==> config.mk <==
export PLATFORM = sky130hd
export DESIGN_NAME = gmii_tx_arbiter
export DESIGN_NICKNAME = d
export VERILOG_FILES = /design/src/rtl/gmii_tx_arbiter.sv
export SDC_FILE = /design/constraint.sdc
export NUM_CORES = 1
export LEC_CHECK = 0
export ABC_AREA = 1
export CORE_ASPECT_RATIO = 1.25
export CORE_MARGIN = 2
export CORE_UTILIZATION = 35
export CTS_CLUSTER_SIZE = 8
export DETAILED_ROUTE_END_ITERATION = 6
export HOLD_SLACK_MARGIN = 0.12
export PLACE_DENSITY_LB_ADDON = 0.25
export SETUP_SLACK_MARGIN = 0.02
export SYNTH_ARGS = -nofsm -noshare
export SYNTH_HDL_FRONTEND = slang
export SYNTH_SLANG_ARGS = --single-unit
==> constraint.sdc <==
create_clock -name clk -period 1.32 [get_ports clk]
set_input_delay 0.264 -clock clk [delete_from_list [all_inputs] [get_ports clk]]
set_output_delay 0.264 -clock clk [all_outputs]
set_load 0.02 [all_outputs]
==> src/rtl/gmii_tx_arbiter.sv <==
// rtl/gmii_tx_arbiter.sv - Round-robin GMII transmit arbiter with preamble/SFD and inter-frame gap generation
//
// Shares one GMII transmit port among NREQ frame sources. Each source
// supplies a complete frame (destination MAC through FCS); the block adds
// the preamble and SFD in front of it and enforces the inter-frame gap.
//
// Ports:
//   clk, rst                 GMII tx clock, synchronous active-high reset
//   link_up                  PCS/PMA ready; no new grant while low
//   req_valid/data/last      per-source byte stream (source i on data[8i+7:8i])
//   req_ready                per-source accept, combinational from state and grant
//   grant                    one-hot owner of the current frame, 0 when idle
//   gmii_txd/tx_en/tx_er     registered GMII transmit outputs
//   underrun                 one-cycle pulse when a frame is aborted
//   frame_cnt                completed (non-aborted) frames, wrapping

module gmii_tx_arbiter #(
    parameter int NREQ       = 2,
    parameter int IFG_CYCLES = 12
) (
    input  logic              clk,
    input  logic              rst,
    input  logic              link_up,
    input  logic [NREQ-1:0]   req_valid,
    input  logic [8*NREQ-1:0] req_data,
    input  logic [NREQ-1:0]   req_last,
    output logic [NREQ-1:0]   req_ready,
    output logic [NREQ-1:0]   grant,
    output logic [7:0]        gmii_txd,
    output logic              gmii_tx_en,
    output logic              gmii_tx_er,
    output logic              underrun,
    output logic [15:0]       frame_cnt
);

    localparam int PW = (NREQ > 1) ? $clog2(NREQ) : 1;
    localparam int CW = $clog2(IFG_CYCLES + 8);

    localparam logic [CW-1:0] PRE_LAST = CW'(7);
    // The IFG state lasts IFG_CYCLES-1 cycles; the IDLE grant cycle supplies
    // the final low cycle before the first preamble byte reaches the wire.
    localparam logic [CW-1:0] IFG_LAST = CW'(IFG_CYCLES - 2);

    typedef enum logic [2:0] {
        S_IDLE,
        S_PREAMBLE,
        S_DATA,
        S_DROP,
        S_IFG
    } state_t;

    state_t            state_q;
    logic [CW-1:0]     cnt_q;
    logic [PW-1:0]     ptr_q;
    logic [NREQ-1:0]   grant_q;
    logic [7:0]        txd_q;
    logic              tx_en_q;
    logic              tx_er_q;
    logic              underrun_q;
    logic [15:0]       frame_cnt_q;

    logic              pick_found_d;
    logic [PW-1:0]     pick_idx_d;
    logic [NREQ-1:0]   pick_oh_d;

    logic              g_valid;
    logic              g_last;
    logic [7:0]        g_data;

    // Round-robin search upward from the source after the last winner.
    always_comb begin
        pick_found_d = 1'b0;
        pick_idx_d   = ptr_q;
        for (int i = 1; i <= NREQ; i++) begin
            if (!pick_found_d && req_valid[(int'(ptr_q) + i) % NREQ]) begin
                pick_found_d = 1'b1;
                pick_idx_d   = PW'((int'(ptr_q) + i) % NREQ);
            end
        end
        pick_oh_d             = '0;
        pick_oh_d[pick_idx_d] = pick_found_d;
    end

    // Stream of the currently granted source.
    always_comb begin
        g_valid = 1'b0;
        g_last  = 1'b0;
        g_data  = 8'h00;
        for (int i = 0; i < NREQ; i++) begin
            if (grant_q[i]) begin
                g_valid = req_valid[i];
                g_last  = req_last[i];
                g_data  = req_data[8*i +: 8];
            end
        end
    end

    // DROP keeps accepting so an aborted source can flush its remaining bytes.
    assign req_ready = ((state_q == S_DATA) || (state_q == S_DROP)) ? grant_q : '0;

    always_ff @(posedge clk) begin
        if (rst) begin
            state_q     <= S_IDLE;
            cnt_q       <= '0;
            ptr_q       <= PW'(NREQ - 1);
            grant_q     <= '0;
            txd_q       <= 8'h00;
            tx_en_q     <= 1'b0;
            tx_er_q     <= 1'b0;
            underrun_q  <= 1'b0;
            frame_cnt_q <= 16'h0000;
        end else begin
            txd_q      <= 8'h00;
            tx_en_q    <= 1'b0;
            tx_er_q    <= 1'b0;
            underrun_q <= 1'b0;

            case (state_q)
                S_IDLE: begin
                    if (link_up && pick_found_d) begin
                        grant_q <= pick_oh_d;
                        ptr_q   <= pick_idx_d;
                        cnt_q   <= '0;
                        state_q <= S_PREAMBLE;
                    end
                end

                S_PREAMBLE: begin
                    if (!link_up) begin
                        tx_en_q    <= 1'b1;
                        tx_er_q    <= 1'b1;
                        underrun_q <= 1'b1;
                        state_q    <= S_DROP;
                    end else begin
                        tx_en_q <= 1'b1;
                        txd_q   <= (cnt_q == PRE_LAST) ? 8'hD5 : 8'h55;
                        if (cnt_q == PRE_LAST) begin
                            cnt_q   <= '0;
                            state_q <= S_DATA;
                        end else begin
                            cnt_q <= cnt_q + 1'b1;
                        end
                    end
                end

                S_DATA: begin
                    if (!link_up || !g_valid) begin
                        // Abort: mark the frame bad on the wire. A last byte
                        // accepted on this same cycle ends the frame outright.
                        tx_en_q    <= 1'b1;
                        tx_er_q    <= 1'b1;
                        underrun_q <= 1'b1;
                        cnt_q      <= '0;
                        state_q    <= (g_valid && g_last) ? S_IFG : S_DROP;
                    end else begin
                        tx_en_q <= 1'b1;
                        txd_q   <= g_data;
                        if (g_last) begin
                            frame_cnt_q <= frame_cnt_q + 16'h0001;
                            cnt_q       <= '0;
                            state_q     <= S_IFG;
                        end
                    end
                end

                S_DROP: begin
                    if (g_valid && g_last) begin
                        cnt_q   <= '0;
                        state_q <= S_IFG;
                    end
                end

                S_IFG: begin
                    if (cnt_q == IFG_LAST) begin
                        grant_q <= '0;
                        state_q <= S_IDLE;
                    end else begin
                        cnt_q <= cnt_q + 1'b1;
                    end
                end

                default: begin
                    grant_q <= '0;
                    state_q <= S_IDLE;
                end
            endcase
        end
    end

    assign grant      = grant_q;
    assign gmii_txd   = txd_q;
    assign gmii_tx_en = tx_en_q;
    assign gmii_tx_er = tx_er_q;
    assign underrun   = underrun_q;
    assign frame_cnt  = frame_cnt_q;

endmodule

==> insert_results.sql <==
INSERT INTO impl_metrics (metric_group, metric, value, unit) VALUES
('run_status', 'outcome', 'finished, violations left', ''),
('run_status', 'violations', 'setup timing', ''),
('setup_path', 'critPathMaxFanout', '5', ''),
('pwr', 'max-vdd-ir-drop', '0.000672', 'V'),
('setup_path', 'timing_worst_setup_path_type', 'reg -> reg', ''),
('timing', 'finalWorstPathRequiredPeriod', '1.42', 'ns'),
('yosys', 'ys.warnings.count', '0', ''),
('yosys', 'ys_types', '30', ''),
('grt', 'grt_start_max_net_pins', '13', ''),
('route', 'detail_route.wl_per_cell', '13.2', 'um'),
('setup_path', 'cpLargestDelayFamily', 'buffers and inverters', ''),
('grt', 'grt_use_met2', '37.9', '%'),
('timing', 'fin_worst_skew', '0.00538', 'ns'),
('floorplanning', 'core-area', '5700', 'um^2'),
('cts', 'clock_tree_root', 'clkbuf_8', ''),
('final_layout', 'drive_above_1_share', '41.2', '%'),
('floorplanning', 'die-height', '89.3', 'um'),
('route', 'postRouteAntennaNets', '0', ''),
('grt', 'grt_util_met1', '21.3', '%'),
('route', 'finalWirelength', '6590', 'um'),
('timing', 'setup_total_negative_slack', '-0.660', 'ns'),
('grt', 'global_route.overflow_total', '0', ''),
('route', 'post_drt_via_cell_ratio', '4.98', ''),
('grt', 'initial_antenna_violation_count', '0', ''),
('flow_run', 'max_cap_viol_count', '0', ''),
('pwr', 'power_density', '1280', 'nW/um^2'),
('pwr', 'total_power', '4.66', 'mW'),
('setup_path', 'cpMaxStageDelayCell', 'dfxtp_4', ''),
('min_path', 'worstHoldPathType', 'reg -> reg', ''),
('timing', 'report.final.slew_viol_count', '0', ''),
('place', 'hpwlAfterDp', '4440', 'um'),
('route', 'dr.first_iter.drc_count', '113', ''),
('cts', 'cts_inserted_buffers', '5', ''),
('cts', 'clock_sinks', '37', ''),
('floorplanning', 'initial_core_util', '35.7', '%'),
('yosys', 'syn_inst', '309', ''),
('final_layout', 'num-fill-cells', '494', ''),
('setup_path', 'peak_per_stage_delay_on_the_critical_path', '0.37', 'ns'),
('setup_path', 'cp_cell_sequence', 'buf_12 > nand3_4 > nand2_4 > buf_6 > nand3_4 > clkinv_4 > buf_6 > a31oi_2 > nor2_1', ''),
('yosys', 'synth_area_per_cell', '6.60', 'um^2'),
('yosys', 'ys_seq_area_share', '36.3', '%'),
('grt', 'groute.usage.overall', '19.8', '%'),
('floorplanning', 'rows', '31', ''),
('timing', 'setup-violations-final', '22', ''),
('floorplanning', 'io_pins', '54', ''),
('timing', 'fin_crit_sh', '107', '%'),
('place', 'place.port_buffers', '53', ''),
('final_layout', 'layout.nets', '459', ''),
('floorplanning', 'die_area', '6450', 'um^2'),
('yosys', 'synth_seq_cells', '37', ''),
('pwr', 'leakagePower', '1.69', 'nW'),
('grt', 'first_global_vias', '2237', ''),
('route', 'drc', '0', ''),
('route', 'vias', '2492', ''),
('timing', 'achievable-frequency', '0.705', 'GHz'),
('timing', 'minimum_setup_slack_in_the_final_design', '-0.0974', 'ns'),
('floorplanning', 'die_w', '72.3', 'um'),
('cts', 'clock_tree_from_tritoncts', 'yes', ''),
('timing', 'worst-slew-pin-transition', '0.303', 'ns'),
('grt', 'grt_pass1_wl', '10000', 'um'),
('cts', 'cts.htree.levels', '2', ''),
('grt', 'grt_most_used_layer', 'met2', ''),
('cts', 'clkLatencyLatePin', '0.29', 'ns'),
('final_layout', 'synthToLayoutAreaGrowth', '78.3', '%'),
('route', 'drt_pre_antenna_iters', '4', ''),
('timing', 'grt_setup_unrepaired', 'true', ''),
('grt', 'grt_use_met3', '3.61', '%'),
('setup_path', 'start_kind', 'flip-flop', ''),
('timing', 'finalHoldViolCount', '0', ''),
('cts', 'cts.clk_slew.worst_paths', '0.08', 'ns'),
('cts', 'bufs_on_longest_clock_path', '2', ''),
('timing', 'slew_headroom', '79.8', '%'),
('setup_path', 'crit_required', '1.51', 'ns'),
('setup_path', 'worstSetupEndpointType', 'flip-flop', ''),
('place', 'finalWeightedCongestion', '0.872', ''),
('setup_path', 'timing.critical_path.buf_inv', '4', ''),
('yosys', 'synth.net_count', '335', ''),
('yosys', 'netlist_area_before_placement', '2040', 'um^2'),
('final_layout', 'antenna_cells_inserted', '0', ''),
('final_layout', 'final_util', '63.7', '%'),
('setup_path', 'cp.arrival', '1.61', 'ns');
-- area by class of cell --
type	instances	area (um^2)	area share [%]
multi-input cells	233	1490	40.9
inverters	34	140	3.86
well taps	66	82.6	2.27
repair inverters	1	6.26	0.172
clock buffers	8	90.1	2.48
flip-flops and latches	37	774	21.3
repair buffers	121	1050	29.0
-- through the flow --
stage / std cells / setup slack [ns] / area, um^2 / hold slack, ns
final: 500 / -0.0974 / 3630 / 0.495
after CTS: 493 / -0.0634 / 3340 / 0.449
after floorplan: 309 / 0.0109 / 2090 / 0.428
after detailed placement: 479 / -0.465 / 3090 / 0.469
after global routing: 500 / -0.161 / 3630 / 0.524
after global placement: 479 / -0.437 / 3090 / 0.465
-- metal layers --
metal	share of wire [%]	wire (um)	vias to the layer above
met4	3.2	209	0
met3	4.8	317	16
met1	40	2610	1158
met5	0	0	-
met2	52	3460	72
li1	-	-	1246
-- cell usage in the layout (no fill, tap or decap), drive strengths merged --
cell type | synthesis | layout
clkdlybuf4s15 | 0 | 5
inv | 34 | 34
xor2 | 6 | 6
a31oi | 1 | 1
o211ai | 1 | 1
dfxtp | 37 | 37
dlygate4sd2 | 0 | 22
o21ai | 11 | 11
nor3 | 7 | 7
a21oi | 20 | 20
ha | 3 | 3
a22o | 2 | 2
nand3 | 23 | 23
clkbuf | 1 | 12
or2 | 1 | 1
and3 | 1 | 1
nor2 | 46 | 47
a22oi | 6 | 6
nand4 | 6 | 6
clkdlybuf4s50 | 0 | 18
clkinv | 0 | 1
nand2 | 97 | 97
o2111ai | 1 | 1
buf | 5 | 72
-- what timing repair did --
item                                    CTS  global route
pin swaps                                12            44
setup buffers                             4             8
resized for setup                        97            87
endpoints found under the setup margin   66            46
hold buffers                              0             0
gates cloned                              2             0
-- cells by family after synthesis --
family / after synthesis / synth area share (%)
fa+ha+maj: 3 / 1.84
compound gates: 42 / 13.1
buf+inv: 40 / 8.16
flops: 37 / 36.3
xor+xnor: 6 / 2.58
simple gates: 181 / 38.0
-- state kept, by name (all words and copies together), names as in the netlist --
signal,cells
underrun,1
cnt_q,5
gmii_tx_en,1
gmii_txd,8
frame_cnt,16
state_q,3
ptr_q,1
grant,2
-- worst paths after layout --
check,start,endpoint,slack (ns),depth (start not counted)
worst max-delay path,grant[0],frame_cnt[4],-0.1,9
worst max register to register,grant[0],frame_cnt[4],-0.1,9
worst min-delay path,frame_cnt[2],frame_cnt[2],0.50,2
worst min register to register,frame_cnt[2],frame_cnt[2],0.50,2
-- where the power goes --
part	internal, mW	switching [mW]	total (mW)
sequential	1.30	0.191	1.49
combinational	1.11	1.22	2.33
clock	0.426	0.407	0.834
-- cells in the mapped netlist, drive strengths merged --
master,instances,area (um^2)
a21oi,20,126
a22o,2,17.5
a22oi,6,45.0
a31oi,1,6.26
and3,1,6.26
buf,5,32.5
clkbuf,1,3.75
dfxtp,37,741
ha,3,37.5
inv,34,130
nand2,97,372
nand3,23,128
nand4,6,37.5
nor2,46,190
nor3,7,35.0
o2111ai,1,8.76
o211ai,1,7.51
o21ai,11,55.1
or2,1,6.26
xor2,6,52.6
-- worst register-to-register path, delay by kind of cell (launching register included) --
family | cells | cell delay (ns)
flip-flops | 1 | 0.37
AND/OR/NAND/NOR | 4 | 0.31
AO/OA/AOI/OAI | 1 | 0.13
buffers and inverters | 4 | 0.51
No activity file was read; power rests on OpenSTA's default activity.
